**config.mk**
```make
export PLATFORM = sky130hd
export DESIGN_NAME = irq_timer
export DESIGN_NICKNAME = d
export VERILOG_FILES = /design/src/rtl/cpu_params_pkg.sv /design/src/rtl/mtime_prescaler.sv /design/src/rtl/irq_timer.sv
export SDC_FILE = /design/constraint.sdc
export NUM_CORES = 1
export LEC_CHECK = 0
export BUFFER_PORTS_ARGS = -buffer_cell sky130_fd_sc_hd__buf_2
export CAP_MARGIN = 20
export CORE_MARGIN = 5
export CORE_UTILIZATION = 50
export CTS_CLUSTER_SIZE = 28
export DETAILED_ROUTE_END_ITERATION = 12
export PLACE_DENSITY = 0.72
export SYNTH_ARGS = -nofsm -noshare
export SYNTH_HDL_FRONTEND = slang
export SYNTH_HIERARCHICAL = 1
export SYNTH_SLANG_ARGS = --single-unit
```
**constraint.sdc**
```tcl
create_clock -name clk_in -period 2.6 [get_ports clk_in]
set_input_delay 0.39 -clock clk_in [delete_from_list [all_inputs] [get_ports clk_in]]
set_output_delay 0.39 -clock clk_in [all_outputs]
set_load 0.05 [all_outputs]
```
**src/rtl/cpu_params_pkg.sv**
```systemverilog
// Shared CPU parameters: I/O bus widths, timer register map and timer FSM encoding.
package cpu_params_pkg;

  localparam int PC_SZ = 32;
  localparam int RSZ   = 32;

  localparam logic [PC_SZ-1:0] MSIP_Base_Addr     = 32'h0200_0000;
  localparam logic [PC_SZ-1:0] MTIMECMP_Base_Addr = 32'h0200_4000;
  localparam logic [PC_SZ-1:0] MTIME_Base_Addr    = 32'h0200_BFF8;

  localparam int TIMER_CLK_DIV = 1;

  typedef enum logic {TMR_IDLE, TMR_RESP} tmr_state_t;

endpackage

```
**src/rtl/mtime_prescaler.sv**
```systemverilog
// Divides the core clock down to the mtime increment rate; o_tick is high
// on the last clock of each CLK_DIV-clock period.
module mtime_prescaler
  import cpu_params_pkg::*;
#(
  parameter int CLK_DIV = TIMER_CLK_DIV
) (
  input  logic i_clk,
  input  logic i_reset,
  output logic o_tick
);

  localparam logic [15:0] DIV_LAST = 16'(CLK_DIV - 1);

  logic [15:0] r_div_cnt;
  logic        w_tick;

  assign w_tick = (r_div_cnt == DIV_LAST);
  assign o_tick = w_tick;

  always_ff @(posedge i_clk) begin
    if (i_reset) begin
      r_div_cnt <= '0;
    end else if (w_tick) begin
      r_div_cnt <= '0;
    end else begin
      r_div_cnt <= r_div_cnt + 16'd1;
    end
  end

endmodule

```
**src/rtl/irq_timer.sv**
```systemverilog
// Machine timer / software interrupt block on the internal I/O port.
//   state    | meaning
//   TMR_IDLE | waiting for io_req; access is performed on the accept edge
//   TMR_RESP | io_ack (with rd_data/fault) is high for this one cycle
module irq_timer
  import cpu_params_pkg::*;
#(
  parameter int               CLK_DIV       = TIMER_CLK_DIV,
  parameter logic [PC_SZ-1:0] MSIP_ADDR     = MSIP_Base_Addr,
  parameter logic [PC_SZ-1:0] MTIME_ADDR    = MTIME_Base_Addr,
  parameter logic [PC_SZ-1:0] MTIMECMP_ADDR = MTIMECMP_Base_Addr
) (
  input  logic             clk_in,
  input  logic             reset_in,
  input  logic             io_req,
  input  logic             io_wr,
  input  logic [PC_SZ-1:0] io_addr,
  input  logic [RSZ-1:0]   io_wr_data,
  output logic             io_ack,
  output logic [RSZ-1:0]   io_rd_data,
  output logic             io_fault,
  output logic             msip_out,
  output logic             mtip_out
);

  localparam logic [PC_SZ-1:0] MTIME_HI_ADDR    = MTIME_ADDR + PC_SZ'(4);
  localparam logic [PC_SZ-1:0] MTIMECMP_HI_ADDR = MTIMECMP_ADDR + PC_SZ'(4);

  tmr_state_t r_state, w_state_next;

  logic           w_tick;
  logic           w_accept;
  logic           w_aligned;
  logic           w_sel_msip, w_sel_mt_lo, w_sel_mt_hi, w_sel_cmp_lo, w_sel_cmp_hi;
  logic           w_fault;
  logic [RSZ-1:0] w_rd_mux;

  logic [63:0]    r_mtime;
  logic [63:0]    r_mtimecmp;
  logic           r_msip;
  logic           r_mtip;
  logic           r_ack;
  logic           r_fault;
  logic [RSZ-1:0] r_rd_data;

  mtime_prescaler #(.CLK_DIV(CLK_DIV)) u_prescaler (
    .i_clk   (clk_in),
    .i_reset (reset_in),
    .o_tick  (w_tick)
  );

  always_ff @(posedge clk_in) begin
    if (reset_in) r_state <= TMR_IDLE;
    else          r_state <= w_state_next;
  end

  always_comb begin
    w_state_next = r_state;
    w_accept     = 1'b0;
    case (r_state)
      TMR_IDLE: begin
        if (io_req) begin
          w_accept     = 1'b1;
          w_state_next = TMR_RESP;
        end
      end
      TMR_RESP: w_state_next = TMR_IDLE;
      default:  w_state_next = TMR_IDLE;
    endcase
  end

  always_comb begin
    w_aligned    = (io_addr[1:0] == 2'b00);
    w_sel_msip   = w_aligned && (io_addr == MSIP_ADDR);
    w_sel_mt_lo  = w_aligned && (io_addr == MTIME_ADDR);
    w_sel_mt_hi  = w_aligned && (io_addr == MTIME_HI_ADDR);
    w_sel_cmp_lo = w_aligned && (io_addr == MTIMECMP_ADDR);
    w_sel_cmp_hi = w_aligned && (io_addr == MTIMECMP_HI_ADDR);
    w_fault      = !(w_sel_msip || w_sel_mt_lo || w_sel_mt_hi || w_sel_cmp_lo || w_sel_cmp_hi);
    w_rd_mux     = '0;
    if (w_sel_msip)        w_rd_mux = {31'b0, r_msip};
    else if (w_sel_mt_lo)  w_rd_mux = r_mtime[31:0];
    else if (w_sel_mt_hi)  w_rd_mux = r_mtime[63:32];
    else if (w_sel_cmp_lo) w_rd_mux = r_mtimecmp[31:0];
    else if (w_sel_cmp_hi) w_rd_mux = r_mtimecmp[63:32];
  end

  // A store to either mtime half wins over the tick; the other half is untouched.
  always_ff @(posedge clk_in) begin
    if (reset_in) begin
      r_mtime    <= '0;
      r_mtimecmp <= '1;
      r_msip     <= 1'b0;
      r_mtip     <= 1'b0;
      r_ack      <= 1'b0;
      r_fault    <= 1'b0;
      r_rd_data  <= '0;
    end else begin
      r_ack     <= w_accept;
      r_fault   <= w_accept && w_fault;
      r_rd_data <= (w_accept && !io_wr) ? w_rd_mux : '0;
      r_mtip    <= (r_mtime >= r_mtimecmp);

      if (w_accept && io_wr && w_sel_msip)   r_msip             <= io_wr_data[0];
      if (w_accept && io_wr && w_sel_cmp_lo) r_mtimecmp[31:0]   <= io_wr_data;
      if (w_accept && io_wr && w_sel_cmp_hi) r_mtimecmp[63:32]  <= io_wr_data;

      if (w_accept && io_wr && w_sel_mt_lo)      r_mtime[31:0]  <= io_wr_data;
      else if (w_accept && io_wr && w_sel_mt_hi) r_mtime[63:32] <= io_wr_data;
      else if (w_tick)                           r_mtime        <= r_mtime + 64'd1;
    end
  end

  assign io_ack     = r_ack;
  assign io_fault   = r_fault;
  assign io_rd_data = r_rd_data;
  assign msip_out   = r_msip;
  assign mtip_out   = r_mtip;

endmodule
```
==> impl_metrics.toml <==
[sta]
drv_slew = 0
worstMarginPinSlew_ns = 0.677
skew_ns = 0.00994
setup-violations-final = 0
fin_tns_setup_ns = 0
hold_viol = 0
rsz0062_at_grt = "false"
min_period_ns = 2.55
fmax_mhz = 393
fin_crit_sh_pct = 98.0
relSlewSlack_pct = 54.4
finalWorstSetupSlack_ns = 0.0528
fin_hold_ws_ns = 0.152

[drt]
routedWlPerCell_um = 19.4
vias = 10400
ant_nets = 0
drt-initial-drc-count = 1059
drtPass1Iterations = 6
drc = 0
wirelength_mm = 32.4
vias_per_cell = 6.23

[finish]
antennaDiodeCount = 0
stdcell_count = 1671
final_net_count = 1523
drive_gt1_share_pct = 20.9
area_growth_pct = 18.8
post-route-util_pct = 60.8

[place]
portBuffers = 103
dpl.cell_count = 1639
place_congestion = 0.957
place_hpwl_mm = 23.6
pre_cts_ws_ns = -0.0642

[logic_synthesis]
synth-simple-area-share_pct = 23.3
yosysSeqAreaShare_pct = 34.6
yosys_most_used_dff = "dfxtp_1"
ys_seq_elements = 180
synth.top_cell.area_share_pct = 34.6
synthArstFlopShare_pct = 0
yosys-top-cells-count = "dfxtp_1, nor2_1, nand2_1, inv_1, ha_1"
syn_inst = 1256
yosysMostFrequentCell = "dfxtp_1"
syn_nets = 1391
synth_cell_types = 72
synth-compound-area-share_pct = 20.3
synthMuxAreaShare_pct = 3.41
synth_top_family_by_area = "simple AND/OR/NAND/NOR gates"
synthXorXnorAreaFrac_pct = 3.70
syn_area_per_cell_um2 = 8.29
syn_area_um2 = 10400
synth_fa_ha_area_share_pct = 8.05
synth_area_leader_cell = "dfxtp_1"
yosys_warnings = 6
synth-edff-count = 0
synthTopCellsByArea = "dfxtp_1, ha_1, nor2_1"

[global_route]
grt_pass1_vias = 9988
grt_max_degree = 51
grt_pass1_wl_mm = 51.8
antenna_found_initial = 0
grt_usage_pct = 26.5
grt_overflow = 0

[clock_network]
clk_pin_slew_ns = 0.07
cts_setup_buffers = 0
cts-buffers-inserted = 17
cts.sink_count = 180
clockRootBuffer = "clkbuf_16"
clk_latency_ns = 0.44
cts_tree = "built"
cts_buffer_depth = 2
cts-hold-fix-buffers = 0
cts_max_level = 4

[pwr]
static-leakage-power_uw = 0.00544
power_density_nw_per_um2 = 458
max-vdd-ir-drop_mv = 0.355

[setup_path]
setup.worst_path.end_class = "register"
critPathSlowestCell = "nor3_1"
cp.required_ns = 2.95
start_kind = "register"
arrival_ns = 2.90
crit_path_cell_trace = "nand4_1 -> buf_4 -> or3_1 -> buf_4 -> nor3_1 -> a311oi_1 -> nor3_1"
cp_top_family = "simple AND/OR/NAND/NOR gates"
slowest_delay_ns = 0.50
critPathBufInv = 2
crit_type = "reg -> reg"
cp_max_fo = 6

[floorplanning]
core-area_um2 = 20400
die_x_um = 154
rows = 52
fp.dieArea_um2 = 23800
initial_core_util_pct = 51.2
pin_count = 104
fp.dieH_um = 154

[worst_hold_path]
hold_class = "in -> reg"

[job]
cap_violations = 0

[run_status]
outcome = "finished clean"
-- final cells by class --
cell class	count	area [um2]
fill	1812	7990
tap	270	338
sequential	180	3600
inverter	81	304
clock buffer	19	443
clock inverter	13	153
timing repair buffer	197	1300
multi-input combinational	911	6240
-- registers in the layout, summed over array words and instances, names as in the netlist --
| register | cells |
|---|---|
| r_mtime | 64 |
| r_mtimecmp | 64 |
| io_rd_data | 32 |
| u_prescaler/r_div_cnt | 16 |
| io_fault | 1 |
| msip_out | 1 |
| mtip_out | 1 |
| r_state | 1 |
-- metrics by stage --
stage / total power, uW / instance area, um2
global route: 5830 / 12400
finish: 5660 / 12400
floorplan: 2930 / 10400
global placement: 3070 / 11700
CTS: 5680 / 12300
detailed placement: 3070 / 11700
-- path summary, 6_finish.rpt --
path                                                  start                     endpoint  slack (ns)  cells after the start
worst max-delay path                r_mtime[5]$_SDFFE_PP0P_     r_mtime[41]$_SDFFE_PP0P_        0.05                      7
worst min-delay path                                  io_wr     io_rd_data[0]$_SDFF_PP0_        0.15                      2
worst max register to register      r_mtime[5]$_SDFFE_PP0P_     r_mtime[41]$_SDFFE_PP0P_        0.05                      7
worst min register to register  r_mtimecmp[26]$_SDFFE_PP1P_  r_mtimecmp[26]$_SDFFE_PP1P_        0.49                      2
-- what timing repair did --
action | CTS | global route
gates resized for setup | 2 | 11
endpoints found under the setup margin | 4 | 8
pin swaps | 0 | 1
-- cell families (layout without fill, tap and decap cells) --
| kind of cell | count (synthesis) | in the layout |
|---|---|---|
| fa+ha+maj | 67 | 67 |
| xor+xnor | 44 | 44 |
| compound gates | 293 | 293 |
| simple gates | 475 | 475 |
| flops | 180 | 180 |
| mux | 32 | 32 |
| buf+inv | 165 | 310 |
-- routing by layer --
layer | global-route usage, % | vias up | part of all wire (%)
met5 | 0 | - | 0
met4 | 7.99 | 0 | 2.3
met3 | 4.97 | 55 | 6.8
met2 | 44.7 | 412 | 48
met1 | 34.6 | 4998 | 43
li1 | - | 4945 | -
-- worst register-to-register path: stages, from the launching register on --
cell and delay (ns):
dfxtp_1 0.45, nand4_1 0.27, buf_4 0.24, or3_1 0.40
buf_4 0.18, nor3_1 0.50, a311oi_1 0.20, nor3_1 0.23
-- cells in the final DEF, fill, tap and decap left out, types with 5 or more instances in the layout --
master / count
o211ai_1: 38
and4_1: 9
nand3_1: 41
and3_1: 17
o2111ai_1: 5
mux2_2: 28
dfxtp_1: 180
and2_1: 10
nor2_1: 117
a21oi_1: 52
ha_1: 67
xnor2_1: 37
nand3b_1: 5
nand4_1: 34
o31a_1: 6
o21ai_0: 35
nor4_1: 29
a211oi_1: 31
clkbuf_16: 17
a21o_1: 8
o21ai_1: 6
nand2b_1: 7
a31oi_1: 35
clkinv_4: 6
nor4_2: 7
a41o_1: 6
nand2_1: 99
buf_12: 6
buf_4: 88
buf_2: 103
or3_1: 5
xor2_1: 7
inv_1: 80
a222oi_1: 32
nor3_1: 62
-- where the power goes --
group          switching [uW]  internal (uW)  leakage (uW)
clock                    1190           1460      0.000286
sequential               3.55           2760       0.00145
combinational             166           84.2       0.00370
(Power assumes the default switching activity.)
